$ cat config.mk
export PLATFORM = sky130hd
export DESIGN_NAME = ifu_prefetch
export DESIGN_NICKNAME = d
export VERILOG_FILES = /design/src/rtl/ifu_prefetch_pkg.sv /design/src/rtl/ifu_inst_fifo.sv /design/src/rtl/ifu_prefetch.sv
export SDC_FILE = /design/constraint.sdc
export NUM_CORES = 1
export LEC_CHECK = 0
export CAP_MARGIN = 20
export CORE_MARGIN = 1
export CORE_UTILIZATION = 57
export CTS_BUF_LIST = sky130_fd_sc_hd__clkbuf_4
export DETAILED_ROUTE_END_ITERATION = 10
export HOLD_SLACK_MARGIN = 0.15
export PLACE_DENSITY = 0.79
export SETUP_SLACK_MARGIN = 0.4
export SLEW_MARGIN = 0
export SYNTH_ARGS = -nofsm -noshare
export SYNTH_HDL_FRONTEND = slang
export SYNTH_SLANG_ARGS = --single-unit
$ cat constraint.sdc
create_clock -name clk -period 5.7 [get_ports clk]
set_input_delay 1.14 -clock clk [delete_from_list [all_inputs] [get_ports clk]]
set_output_delay 1.14 -clock clk [all_outputs]
set_load 0.05 [all_outputs]
$ cat src/rtl/ifu_prefetch_pkg.sv
// Shared constants and types for the instruction-fetch prefetch unit.
// Widths line up with the core's InstAddrBus / InstBus.
package ifu_prefetch_pkg;

    localparam int          ADDR_W_DEF   = 64;
    localparam int          INST_W_DEF   = 32;
    localparam int          DEPTH_DEF    = 4;
    localparam logic [63:0] RESET_PC_DEF = 64'h8000_0000;
    localparam logic [31:0] NOP_INST     = 32'h0000_0013;

    // What happens to a response strobe in the current cycle.
    typedef enum logic [1:0] {
        RSP_NONE,
        RSP_DROP,
        RSP_PUSH
    } rsp_action_e;

    function automatic int cnt_width(input int depth);
        return $clog2(depth) + 1;
    endfunction

endpackage

$ cat src/rtl/ifu_inst_fifo.sv
// Small in-order FIFO with synchronous flush and occupancy count.
// Head entry is visible combinationally so a queued item can be consumed at once.
module ifu_inst_fifo
    import ifu_prefetch_pkg::*;
#(
    parameter int WIDTH = 8,
    parameter int DEPTH = 4
) (
    input  logic                        clk,
    input  logic                        srst,
    input  logic                        flush_i,
    input  logic                        push_i,
    input  logic [WIDTH-1:0]            push_data_i,
    input  logic                        pop_i,
    output logic [WIDTH-1:0]            pop_data_o,
    output logic [cnt_width(DEPTH)-1:0] count_o
);

    localparam int PTR_W = $clog2(DEPTH);
    localparam int CNT_W = cnt_width(DEPTH);

    logic [WIDTH-1:0] mem_q [DEPTH];
    logic [PTR_W-1:0] wr_ptr_q;
    logic [PTR_W-1:0] rd_ptr_q;
    logic [CNT_W-1:0] count_q;
    logic [CNT_W-1:0] count_d;
    logic             do_push;
    logic             do_pop;

    assign do_pop  = pop_i & (count_q != '0);
    assign do_push = push_i & (count_q != CNT_W'(DEPTH));

    always_comb begin
        count_d = count_q;
        if (do_push && !do_pop) begin
            count_d = count_q + CNT_W'(1);
        end else if (!do_push && do_pop) begin
            count_d = count_q - CNT_W'(1);
        end
    end

    always_ff @(posedge clk) begin
        if (srst || flush_i) begin
            wr_ptr_q <= '0;
            rd_ptr_q <= '0;
            count_q  <= '0;
        end else begin
            if (do_push) begin
                wr_ptr_q <= wr_ptr_q + PTR_W'(1);
            end
            if (do_pop) begin
                rd_ptr_q <= rd_ptr_q + PTR_W'(1);
            end
            count_q <= count_d;
        end
    end

    // Storage carries no reset; only the pointers define what is valid.
    always_ff @(posedge clk) begin
        if (do_push && !flush_i && !srst) begin
            mem_q[wr_ptr_q] <= push_data_i;
        end
    end

    assign pop_data_o = mem_q[rd_ptr_q];
    assign count_o    = count_q;

endmodule

$ cat src/rtl/ifu_prefetch.sv
// Instruction-fetch front end: sequential PC generation with credit-limited
// prefetch, in-order response queue and redirect handling with stale-response discard.
module ifu_prefetch
    import ifu_prefetch_pkg::*;
#(
    parameter int                ADDR_W   = ADDR_W_DEF,
    parameter int                INST_W   = INST_W_DEF,
    parameter int                DEPTH    = DEPTH_DEF,
    parameter logic [ADDR_W-1:0] RESET_PC = ADDR_W'(RESET_PC_DEF)
) (
    input  logic              clk,
    input  logic              rst_n,
    output logic              imem_req_valid,
    input  logic              imem_req_ready,
    output logic [ADDR_W-1:0] imem_req_addr,
    input  logic              imem_rsp_valid,
    input  logic [INST_W-1:0] imem_rsp_data,
    input  logic              imem_rsp_err,
    input  logic              redirect_valid,
    input  logic [ADDR_W-1:0] redirect_pc,
    output logic              id_valid,
    input  logic              id_ready,
    output logic [ADDR_W-1:0] id_pc,
    output logic [INST_W-1:0] id_inst,
    output logic              id_err
);

    localparam int CNT_W = cnt_width(DEPTH);
    localparam int Q_W   = ADDR_W + INST_W + 1;

    logic [ADDR_W-1:0] pc_q, pc_d;
    logic [CNT_W-1:0]  outst_q, outst_d;
    logic [CNT_W-1:0]  discard_q, discard_d;

    logic              req_fire;
    rsp_action_e       rsp_act;
    logic              rsp_seen;
    logic [CNT_W:0]    in_use;

    logic [ADDR_W-1:0] tag_head;
    logic [CNT_W-1:0]  tag_count_unused;
    logic [Q_W-1:0]    q_head;
    logic [CNT_W-1:0]  q_count;
    logic              q_pop;
    logic              redirect_lsb_unused;

    assign redirect_lsb_unused = ^redirect_pc[1:0];

    // Credit covers both in-flight requests and buffered instructions, so the
    // queue can always absorb every outstanding response.
    assign in_use         = {1'b0, outst_q} + {1'b0, q_count};
    assign imem_req_valid = ~rst_n & (in_use < (CNT_W + 1)'(DEPTH));
    assign imem_req_addr  = pc_q;
    assign req_fire       = imem_req_valid & imem_req_ready;

    // A strobe with nothing outstanding is a memory protocol error and is ignored.
    always_comb begin
        rsp_act = RSP_NONE;
        if (imem_rsp_valid && outst_q != '0) begin
            if (discard_q != '0 || redirect_valid) begin
                rsp_act = RSP_DROP;
            end else begin
                rsp_act = RSP_PUSH;
            end
        end
    end

    assign rsp_seen = (rsp_act != RSP_NONE);

    always_comb begin
        outst_d = outst_q;
        if (req_fire && !rsp_seen) begin
            outst_d = outst_q + CNT_W'(1);
        end else if (!req_fire && rsp_seen) begin
            outst_d = outst_q - CNT_W'(1);
        end
    end

    // Every request still unanswered after a redirect belongs to the old stream.
    always_comb begin
        discard_d = discard_q;
        pc_d      = pc_q;
        if (redirect_valid) begin
            discard_d = outst_d;
            pc_d      = {redirect_pc[ADDR_W-1:2], 2'b00};
        end else begin
            if (rsp_seen && discard_q != '0) begin
                discard_d = discard_q - CNT_W'(1);
            end
            if (req_fire) begin
                pc_d = pc_q + ADDR_W'(4);
            end
        end
    end

    always_ff @(posedge clk) begin
        if (rst_n) begin
            pc_q      <= RESET_PC;
            outst_q   <= '0;
            discard_q <= '0;
        end else begin
            pc_q      <= pc_d;
            outst_q   <= outst_d;
            discard_q <= discard_d;
        end
    end

    // Tags exist only for live requests; stale ones are tracked by discard alone.
    ifu_inst_fifo #(
        .WIDTH (ADDR_W),
        .DEPTH (DEPTH)
    ) u_tag_fifo (
        .clk         (clk),
        .srst        (rst_n),
        .flush_i     (redirect_valid),
        .push_i      (req_fire & ~redirect_valid),
        .push_data_i (pc_q),
        .pop_i       (rsp_act == RSP_PUSH),
        .pop_data_o  (tag_head),
        .count_o     (tag_count_unused)
    );

    assign q_pop = id_valid & id_ready & ~redirect_valid;

    ifu_inst_fifo #(
        .WIDTH (Q_W),
        .DEPTH (DEPTH)
    ) u_inst_q (
        .clk         (clk),
        .srst        (rst_n),
        .flush_i     (redirect_valid),
        .push_i      (rsp_act == RSP_PUSH),
        .push_data_i ({tag_head, imem_rsp_data, imem_rsp_err}),
        .pop_i       (q_pop),
        .pop_data_o  (q_head),
        .count_o     (q_count)
    );

    assign id_valid = (q_count != '0);

    always_comb begin
        id_pc   = '0;
        id_inst = '0;
        id_err  = 1'b0;
        if (id_valid) begin
            {id_pc, id_inst, id_err} = q_head;
        end
    end

endmodule

# Yosys cells after proc, flatten, opt, wreduce, memory -nomap -nowiden
# Memory sizes are Yosys's and may differ from the RTL's. A register that Yosys moved wholly into a read port is not among the register bits.
# Index checks and enable logic that the tools add are counted.
# totals
ram_bits,644
mem_count,2
ff_bits,84
# classes
n_reduce_logical,32
magnitude_cmp,1
bitwise,11
mux,23
add_sub_neg,13
n_eq_ne,3
# mem_list
memory,depth,width,read_ports,rd_clocked_by_memory_dff,wr,line_no,text
u_inst_q.mem_q,4,97,1,1,1,ifu_inst_fifo.sv:22,logic [WIDTH-1:0] mem_q [DEPTH];
u_tag_fifo.mem_q,4,64,1,1,1,ifu_inst_fifo.sv:22,
# op_table
op,n
64-bit 2-to-1 mux,3
64-bit by 3-bit adder with 64-bit output (second input constant),1
32-bit 2-to-1 mux,1
3-bit 2-to-1 mux,8
1-bit logical AND,12
2-bit 2-to-1 mux,6
3-bit nonzero test,4
3-bit by 1-bit subtractor with 3-bit output (second input constant),4
2-bit nonzero test,5
3-bit by 1-bit adder with 3-bit output (second input constant),3
1-bit bitwise AND,9
2-bit by 1-bit adder with 2-bit output (second input constant),4
1-bit zero test,8
3-bit != test (second input constant),2
1-bit 2-to-1 mux,5
3-bit by 3-bit adder with 4-bit output,1
4-bit by 3-bit less-than comparator with 1-bit output (second input constant),1
2-bit equality test (second input constant),1
1-bit logical OR,2
1-bit inverter,2
2-bit OR reduction,1

# Longest topological paths before layout
# logic_depth
depth_word,10
depth_mapped,13

# Cells and area by module
# Synthesis repeated with hierarchy kept, for this count alone.
# hier_totals
cells_unflattened,1583
hier_area_um2,29025.3
# by_module_without_submodules
module,cells_per_inst,instances,area_each_um2,seq_area_each_um2
ifu_inst_fifo at u_inst_q,555,1,14446.4,11831.3
ifu_inst_fifo at u_tag_fifo,382,1,9690.5,7867.5
ifu_prefetch,646,1,4888.4,1361.3

# Worst setup path before layout
# No wires, ideal clock.
# synth_path
path_type,input port to flip-flop
start,in imem_rsp_valid
end,"mem u_inst_q.mem_q[0][0] in the netlist's numbering, enable pin"
setup_time_ps,465
t_arrival_ps,4151
required_ps,5235
slack_ps,1084
stages,5
cell_sequence,and2_1 clkbuf_1 nand3_1 nor2_1 and2_1
# synth_via
elab_chain_cells,8
# synth_lines
item,line_no,text
start: declaration,ifu_prefetch.sv:16,"input logic imem_rsp_valid,"
1-bit logical AND,ifu_prefetch.sv:59,if (imem_rsp_valid && outst_q != '0) begin
2-bit 2-to-1 mux,ifu_prefetch.sv:59,
2-bit equality test,ifu_prefetch.sv:132,".push_i (rsp_act == RSP_PUSH),"
1-bit bitwise AND,ifu_inst_fifo.sv:31,assign do_push = push_i & (count_q != CNT_W'(DEPTH));
1-bit logical AND (2 in a row),ifu_inst_fifo.sv:60,if (do_push && !flush_i && !srst) begin
1-bit 2-to-1 mux,ifu_inst_fifo.sv:60,
1-bit 2-to-1 mux (not written as such),ifu_inst_fifo.sv:61,mem_q[wr_ptr_q] <= push_data_i;
end: declaration,ifu_inst_fifo.sv:22,
# Every way passes these cells.

==> reports/qor.yml <==
regArea_sq_um: 20600
ant_nets: 0
path_cells: "buf_4, mux4_2, and2_1, clkdlybuf4s50_1"
critPathLaunchType: "flop"
whs_ns: 0.536
syn_inst: 1558
r2r-start: "u_inst_q.count_o[2]"
synth_ff_type: "edfxtp_1"
clockRootBuffer: "clkbuf_4"
coreArea_sq_um: 49000
reg2reg_slack_ns: 1.97
worstSetupEndpointType: "primary output"
multi_input_area_sq_um: 7260
min_period_over_period_pct: 83.5
cellLeakagePower_nw: 10.9
clockBufferDepth: 3
synth_area_leaders: "edfxtp_1 67%, mux4_2 13%, dfxtp_1 6.1%"
r2r_cells: 6
critical_path.max_fanout: 18
hp-class: "flop to flop"
hold_violations: 0
finalSetupTns_ns: 0
place.gp.congestion: 0.809
grt_pass1_wl_um: 96700
finalSetupViolCount: 0
critPathMaxStageDelay_ns: 0.71
track_usage_pct: 26.3
slew_headroom_pct: 34.6
area_delta_synth_final_pct: 20.3
rsz0062_at_grt: "false"
synthArstFlopShare_pct: 0
max_freq_mhz: 210
wl_per_cell_um: 23.6
ys_ff_latch: 714
fillCellCount: 3170
io_buffers: 259
io_pins: 266
first_pass_iters: 5
required_ns: 4.56
cts_setup_buffers: 0
grt_max_degree: 84
grt_pass1_vias: 16500
globalRoute.totalOverflow: 0
path_class: "flop to primary output"
yosysWarningCount: 0
drtIter0Drc: 1407
clock_skew_ns: 0.0419
clock_latency_ns: 1.01
ys_types: 59
dieArea_sq_um: 50500
cts.sinks: 714
yosysSeqAreaShare_pct: 72.8
fin_crit_ns: 4.76
cts_buffers: 174
cts_tree: "yes"
vdd_drop_max_mv: 0.169
drv_slew: 0
worstPathArrival_ns: 3.62
dp_hpwl_um: 38600
fp.dieH_um: 225
synth_top_area_cell: "edfxtp_1"
hold_depth: 2
synth.most_common_cell: "edfxtp_1"
clk_pin_slew_ns: 0.06
hold_buffers: 0
antenna_found_initial: 6
drive_gt1_share_pct: 23.4
dr_total_vias: 16200
crit-reg2reg-capture: "u_tag_fifo.mem_q[1][44]"
ctsHtreeMaxLevel: 4
routed_wl_um: 64600
drc: 0
maxCapViolCount: 0
outcome: "complete, no violations"
synth-edff-count: 628
num_rows: 81
synth.avg_cell_area_sq_um: 18.2
slowest_stage: "clkdlybuf4s50_1"
power_density_nw_per_um2: 347
viasPerCell: 5.91
synthTopCellsByCount: "628 x edfxtp_1, 157 x mux4_2, 110 x and2_1"
die_width_um: 225
synth_area_sq_um: 28300
worstMarginPinSlew_ns: 0.975
hp-start: "u_tag_fifo.rd_ptr_q[1]"
yosys.area.top_type_share_pct: 66.7
final_net_count: 2053
start_util_pct: 57.8
cts_resized: 0
==> cells by family (layout without fill, tap and decap cells) <==
family,after synthesis,count (layout),share of synthesized area (%)
XOR/XNOR,42,42,1.30
AND/OR/NAND/NOR,382,382,7.48
buffers and inverters,121,627,1.68
other,1,13,0.0133
multiplexers,163,163,12.7
flip-flops,714,714,72.8
AO/OA/AOI/OAI,115,115,3.10
adder cells (fa/ha/maj),20,20,0.938
==> metal layers <==
layer / wire length, um / GRT usage (%) / vias up
li1: - / - / 7123
met1: 26000 / 34.1 / 8249
met2: 31600 / 41.5 / 695
met3: 5050 / 7.85 / 118
met4: 1980 / 11.7 / 4
met5: 24 / 0 / -
==> state kept, by name, indices dropped and copies added (netlist names), named ones only <==
register	flops
u_inst_q.wr_ptr_q	2
u_tag_fifo.mem_q	248
imem_req_addr	62
u_tag_fifo.rd_ptr_q	2
u_inst_q.count_o	3
u_tag_fifo.wr_ptr_q	2
outst_q	3
u_inst_q.mem_q	380
u_tag_fifo.count_o	3
discard_q	3
u_inst_q.rd_ptr_q	2
==> per-stage QoR <==
stage | instances | power (mW) | utilization [%] | setup slack, ns | area, sq um
after global placement | 2417 | 7.54 | 64.7 | 1.62 | 31700
final | 2740 | 11.8 | 69.5 | 0.941 | 34000
after CTS | 2730 | 11.9 | 69.4 | 0.622 | 34000
after global routing | 2738 | 12.3 | 69.5 | 0.779 | 34000
after floorplan | 1561 | 7.01 | - | 1.08 | 28300
after detailed placement | 2417 | 7.58 | 64.7 | 1.44 | 31700
==> where the power goes <==
group / internal (mW) / switching [mW]
clock: 2.36 / 1.96
sequential: 5.85 / 0.134
combinational: 0.545 / 0.953
total: 8.75 / 3.05
==> layout by cell type, fill, tap and decap left out, drive strengths merged, types with 9 or more instances in the layout <==
cell and n:
a2111oi 13, a211oi 37, a21oi 9, a311oi 11, and2 110, and3 13
and4 12, buf 27, clkbuf 268, clkdlybuf4s50 257, clkinv 38, dfxtp 86
diode 9, edfxtp 628, ha 18, inv 30, mux4 157, nand2 49
nand3 25, nand4 27, nor2 67, nor3 24, nor4 21, o21ai 15
or3 14, xnor2 31, xor2 11
==> how the worst max path moves through the flow <==
stage          cells after the start           startpoint  slack [ns]                 endpoint
2_1_floorplan                      5       imem_rsp_valid        1.08     u_inst_q.mem_q[0][0]
3_3_place_gp                       6                rst_n        1.62  u_tag_fifo.mem_q[1][50]
3_5_place_dp                       6                rst_n        1.44  u_tag_fifo.mem_q[1][48]
4_1_cts                            4  u_inst_q.count_o[0]        0.62                id_pc[36]
5_1_grt                            4                 flop        0.78                id_pc[50]
6_report                           4                 flop        0.94                id_pc[50]
==> cell type report <==
class                   instances  area share [%]
multi-input cells             726            21.3
well taps                     664            2.44
flip-flops and latches        714            60.5
clock buffers                 268            5.91
diodes                          9          0.0662
clock inverters                45           0.923
repair buffers                284            8.51
inverters                      30           0.331
==> critical path, delay by kind of cell (launching register included) <==
family / cells / cell delay, ns
AND/OR/NAND/NOR: 1 / 0.19
buffers and inverters: 2 / 1.16
flip-flops: 1 / 0.65
multiplexers: 1 / 0.60
Note: power is estimated with default switching activity, not from simulation.
